==> config.mk <==
export PLATFORM = sky130hd
export DESIGN_NAME = sr_ff_bank
export DESIGN_NICKNAME = d
export VERILOG_FILES = /design/src/rtl/sr_ff_bank.sv
export SDC_FILE = /design/constraint.sdc
export NUM_CORES = 1
export LEC_CHECK = 0
export CORE_UTILIZATION = 41
export DETAILED_ROUTE_END_ITERATION = 7
export GPL_ROUTABILITY_DRIVEN = 0
export HOLD_SLACK_MARGIN = 0.02
export PLACE_DENSITY_LB_ADDON = 0.3
export SYNTH_ARGS = -nofsm -noshare
export SYNTH_HDL_FRONTEND = slang
export SYNTH_SLANG_ARGS = --single-unit
==> constraint.sdc <==
create_clock -name clk -period 1.6 [get_ports clk]
set_input_delay 0.32 -clock clk [delete_from_list [all_inputs] [get_ports clk]]
set_output_delay 0.32 -clock clk [all_outputs]
set_load 0.1 [all_outputs]
==> src/rtl/sr_ff_bank.sv <==
// Multi-channel SR/JK/D/T storage bank with one shared runtime mode.
// It also keeps sticky per-channel invalid-input flags and a saturating count of invalid cycles.
module sr_ff_bank #(
    parameter int                 WIDTH          = 8,
    parameter logic [WIDTH-1:0]   RESET_VALUE    = {WIDTH{1'b0}},
    parameter int                 INVALID_POLICY = 0,
    parameter int                 CNT_W          = 8
) (
    input  logic             clk,
    input  logic             rst,
    input  logic             en,
    input  logic [1:0]       mode,
    input  logic [WIDTH-1:0] S,
    input  logic [WIDTH-1:0] R,
    input  logic             err_clr,
    output logic [WIDTH-1:0] Qn,
    output logic [WIDTH-1:0] Qn1,
    output logic [WIDTH-1:0] err_flags,
    output logic [CNT_W-1:0] err_count,
    output logic             err_any
);

    localparam logic [1:0] MODE_SR = 2'b00;
    localparam logic [1:0] MODE_JK = 2'b01;
    localparam logic [1:0] MODE_D  = 2'b10;
    localparam logic [1:0] MODE_T  = 2'b11;

    localparam logic [CNT_W-1:0] CNT_MAX = {CNT_W{1'b1}};
    localparam logic [CNT_W-1:0] CNT_ONE = CNT_W'(1);

    logic [WIDTH-1:0] q_q, q_d;
    logic [WIDTH-1:0] flags_q, flags_d;
    logic [CNT_W-1:0] count_q, count_d;
    logic [WIDTH-1:0] invalid;
    logic             any_invalid;
    logic [CNT_W-1:0] count_inc;

    always_comb begin
        q_d     = q_q;
        invalid = '0;
        if (en) begin
            case (mode)
                MODE_SR: begin
                    invalid = S & R;
                    for (int i = 0; i < WIDTH; i++) begin
                        case ({S[i], R[i]})
                            2'b01:   q_d[i] = 1'b0;
                            2'b10:   q_d[i] = 1'b1;
                            2'b11: begin
                                // S=R=1 is resolved once, at elaboration, by INVALID_POLICY.
                                case (INVALID_POLICY)
                                    1:       q_d[i] = 1'b1;
                                    2:       q_d[i] = 1'b0;
                                    3:       q_d[i] = ~q_q[i];
                                    default: q_d[i] = q_q[i];
                                endcase
                            end
                            default: q_d[i] = q_q[i];
                        endcase
                    end
                end
                MODE_JK: q_d = (S & ~q_q) | (~R & q_q);
                MODE_D:  q_d = S;
                MODE_T:  q_d = q_q ^ S;
                default: q_d = q_q;
            endcase
        end
    end

    always_comb begin
        any_invalid = |invalid;
        count_inc   = (count_q == CNT_MAX) ? count_q : count_q + CNT_ONE;
        if (err_clr) begin
            // A same-cycle invalid event beats the clear: it is recorded fresh.
            flags_d = invalid;
            count_d = any_invalid ? CNT_ONE : '0;
        end else begin
            flags_d = flags_q | invalid;
            count_d = any_invalid ? count_inc : count_q;
        end
    end

    always_ff @(posedge clk or posedge rst) begin
        if (rst) begin
            q_q     <= RESET_VALUE;
            flags_q <= '0;
            count_q <= '0;
        end else begin
            q_q     <= q_d;
            flags_q <= flags_d;
            count_q <= count_d;
        end
    end

    assign Qn        = q_q;
    assign Qn1       = ~q_q;
    assign err_flags = flags_q;
    assign err_count = count_q;
    assign err_any   = |flags_q;

endmodule

After elaboration in Yosys (flattened, before gate mapping)
Cells that the tools add are included. W data, S select, Z words.

Output and inout port bits: 33. Bits in read-only memories: 0. Register bits after elaboration: 24. Latch bits: 0. Input port bits: 22. RAM bits: 0. Memories: 0.

Multiply operators: 0. Add/sub/neg operators: 1. Shift operators: 0. Eq/ne operators: 29. Bitwise operators: 8. Reductions and logical operators: 13. Divide/modulo/power cells: 0. $lt $le $gt $ge: 0. Muxes and demuxes: 16.

Operator list (number): $mux W8 (6); $pmux W8 S4 (1); $and A8 B8 Y8 (3); $ne A3 B1 Y1 const B (8); $eq A2 B2 Y1 const B (10); $eq A2 B1 Y1 const B (9); $reduce_and A2 Y1 (9); $not A8 Y8 (2); $or A8 B8 Y8 (2); $pmux W1 S2 (8); $reduce_or A8 Y1 (2); $add A8 B1 Y8 const B (1); $eq A8 B8 Y1 const B (1); $xor A8 B8 Y8 (1); $logic_not A2 Y1 (1); $ne A2 B2 Y1 const B (1); $reduce_bool A2 Y1 (1); $mux W1 (1).

Depth between registers and ports, before layout
Word-level depth: 6. Mapped depth: 7. Mapped depth without buffers: 6.

Worst setup path after synthesis
OpenSTA, ideal clock, no wires.

Path kind: register to register. Start point: register q_q[2] (netlist: Qn[2]). End point: register q_q[2] (netlist: Qn[2]). Slack: -0.790 ns. Buffers on the path: 0. Stages on the path, launching flop included: 5. Data arrival time: 2.264 ns. Library setup time: 0.126 ns. Cells stage by stage: dfrtp_1 > inv_1 > nand3_1 > o21ai_0 > a221o_1.

Longest elaborated chain between the ends: 4. Elaborated cells between the ends (all ways): 6. Those cells by class: mux: 1; bitwise: 5.

RTL lines: from (decl) (line 31) `logic [WIDTH-1:0] q_q, q_d;`; from (signal assigned) (line 89) `q_q <= q_d;`; $not A8 Y8; via Qn1[2] (line 17) `output logic [WIDTH-1:0] Qn1,`; $and A8 B8 Y8 (line 62) `MODE_JK: q_d = (S & ~q_q) | (~R & q_q);`; $or A8 B8 Y8 (line 62); $pmux W8 S4 (line 42) `case (mode)`.

The timed path passes the listed nets, and every way through them passes these cells. A chain may end at the register's enable or synchronous reset.

Final worst setup path
Start point: register count_q[5] (netlist: err_count[5]). End point: register count_q[5] (netlist: err_count[5]).

Longest elaborated chain between the ends: 4. Elaborated cells between the ends (all ways): 7. Those cells by class: add/sub: 1; eq/ne: 2; mux: 3; reduce/logical: 1.

RTL lines: from (decl) (line 33) `logic [CNT_W-1:0] count_q, count_d;`; from (signal assigned) (line 91) `count_q <= count_d;`; $add A8 B1 Y8 (line 72) `count_inc = (count_q == CNT_MAX) ? count_q : count_q + CNT_ONE;`; $mux W8 (line 72); $mux W8 (line 79) `count_d = any_invalid ? count_inc : count_q;`; $mux W8 (line 73) `if (err_clr) begin`.

Parallel ways exist; a longest one is shown, timed or not. The select of a mux whose other input is x is not followed.

==> results.cfg <==
[floorplanning]
core-area_mm2 = 0.00374
initial_utilization_pct = 43.5
die_h_um = 65.0
rows = 22
die_area_mm2 = 0.00423
ios = 55
fp.dieW_um = 65.0

[clocking]
cts_tree = yes
clockBufferDepth = 2
cts_buffers = 3
clock-sinks = 24
insertion_delay_ns = 0.27
htreeDepth = 1
clkSlewWorstSetupHoldPaths_ns = 0.09
cts-root-buf = clkbuf_8

[worst_setup_path]
max_stage_delay_ns = 0.48
r2r-start = err_count[5]$_DFFE_PP0P_
startpoint = err_count[5]$_DFFE_PP0P_
endpoint_kind = flop
critPathTopFamily = simple AND/OR/NAND/NOR gates
crit_required_ns = 1.76
crit_top_cell = and4_4
arrival_ns = 1.83
cp_cell_sequence = and4_4, and4_4, buf_6, nor4_4, mux2_4
crit_path_start_kind = flop
slowest_stage = dfrtp_4
path_buf_inv = 1
criticalPathCategory = flop to flop
crit_fanout = 6

[global_routing]
grt_pass1_wl_um = 10500
grt_pass1_vias = 2081
grt_util_all_layers_pct = 32.6
antenna_found_initial = 0
grt_max_degree = 30
grt_remaining_overflow = 0

[yosys]
syn_nets = 221
ys_seq_area_share_pct = 36.9
synth_area_per_cell_um2 = 8.48
synth_enable_flop_cells = 0
synth_area_leaders = dfrtp_1 37%, inv_1 5.5%, ha_1 5.4%
yosys.area.top_type_share_pct = 36.9
synth.distinct_cells = 37
synth_ff_type = dfrtp_1
synth_area_mm2 = 0.00163
ys_ff_latch = 24
syn_inst = 192
synth_commonest_cells = 24 x dfrtp_1, 24 x inv_1, 17 x nand2_1
yosysTopAreaCell = dfrtp_1
async_reset_ff_share_pct = 100
yosysWarnings = 0

[drt]
vias = 2058
wl_um = 6680
routedWlPerCell_um = 19.9
drt_first_pass_iters = 5
detail_route.vias_per_cell = 6.13
post-route-drc-count = 0
ant_nets = 0
drt-initial-drc-count = 175

[flow_run]
timing.max_cap.violations = 0

[power_and_ir_drop]
irDropWorstVdd_v = 0.000781
power.leakage_nw = 1.30
finalPower_mw = 2.72
powerDensity_mw_per_mm2 = 854

[timing]
fmax_ghz = 0.601
slew_violations = 0
finClkSkew_ns = 0.000832
finalSetupViolCount = 4
worst_pin_slew_ns = 0.338
relSlewSlack_pct = 77.2
min_period_ns = 1.66
period_share_pct = 104
hold_viol = 0
postLayoutSetupSlackWorst_ns = -0.0649
rsz0062_at_grt = true
holdWs_ns = 0.394

[min_path]
hold_class = input port to asynchronous set/reset pin

[outcome]
outcome = finished, violations left
violations = negative setup slack

[placement]
port_buffers = 54
dpl.hpwl_um = 4040
post-place-ws_ns = -0.635

[final_layout]
drive_gt1_share_pct = 54.5
layout.nets = 318
insertedDiodeCount = 0
area_growth_pct = 95.3
final_core_utilization_pct = 85.0
filler_cell_count = 199
-- through the flow --
stage               instance area, µm²  setup TNS [ns]  instances
floorplan                         1810           -2.10        192
global placement                  2970           -4.97        322
detailed placement                2970           -6.16        322
CTS                               3120         -0.0914        333
global route                      3180          -0.414        336
finish                            3180          -0.164        336
-- sequential cells by signal (all words and copies together) (netlist names) --
name / flops
Qn: 8
err_count: 8
err_flags: 8
-- power by group --
part | switching (mW) | leakage [nW] | internal [mW] | total (mW)
sequential | 0.102 | 0.277 | 0.682 | 0.784
clock | 0.197 | 0.0288 | 0.220 | 0.417
combinational | 0.962 | 0.996 | 0.555 | 1.52
total | 1.26 | 1.30 | 1.46 | 2.72
-- worst reg2reg max path: cells and delay by family (launching register included) --
family / cells / cell delay, ns
DFF: 1 / 0.48
buffers and inverters: 1 / 0.13
and+or+nand+nor: 3 / 0.62
muxes: 1 / 0.33
-- area by class of cell --
class / instances / area, µm² / share of cell area, %
clock buffers: 4 / 55.1 / 1.73
inverters: 24 / 120 / 3.78
multi-input cells: 132 / 1070 / 33.5
flip-flops and latches: 24 / 676 / 21.2
well taps: 48 / 60.1 / 1.89
repair buffers: 104 / 1200 / 37.8
-- timing repair --
action,CTS,global route
cloned,1,0
endpoints found under the setup margin,11,9
pin swaps,14,10
hold buffers,0,0
gates resized for setup,38,23
setup buffers,8,3
-- layout by cell type (no fill, tap or decap), types with 8 or more instances in the layout --
| cell type | netlist | layout |
|---|---|---|
| a21oi_1 | 15 | 10 |
| buf_12 | 0 | 33 |
| buf_4 | 1 | 49 |
| clkinvlp_4 | 0 | 8 |
| dfrtp_4 | 0 | 18 |
| dlygate4sd2_1 | 0 | 11 |
| inv_1 | 24 | 16 |
| nand2_1 | 17 | 16 |
| o21ai_0 | 16 | 11 |
| o22ai_1 | 8 | 8 |
-- worst paths after layout --
path / endpoint / slack (ns) / cells after the start
max: err_count[5]$_DFFE_PP0P_ / -0.06 / 5
min in group clk: Qn[6]$_DFFE_PP0P_ / 0.57 / 4
min reg2reg: err_count[6]$_DFFE_PP0P_ / 0.57 / 1
min: Qn[5]$_DFFE_PP0P_ / 0.39 / 3
max in group asynchronous: Qn[3]$_DFFE_PP0P_ / 0.93 / 3
max reg2reg: err_count[5]$_DFFE_PP0P_ / -0.06 / 5
-- per-layer routing --
metal | wire (µm) | global-route usage, % | up-vias
li1 | - | - | 900
met1 | 2510 | 37.9 | 999
met2 | 3420 | 55.2 | 130
met3 | 462 | 7.39 | 29
met4 | 279 | 17.9 | 0
met5 | 0 | 0 | -
-- logic make-up after synthesis --
group,after synthesis,synth area share [%]
buffers and inverters,37,9.68
flip-flops,24,36.9
adder cells (fa/ha/maj),7,5.38
multiplexers,5,3.15
AND/OR/NAND/NOR,53,18.1
AO/OA/AOI/OAI,66,26.8
No activity file was read; power rests on OpenSTA's default activity.
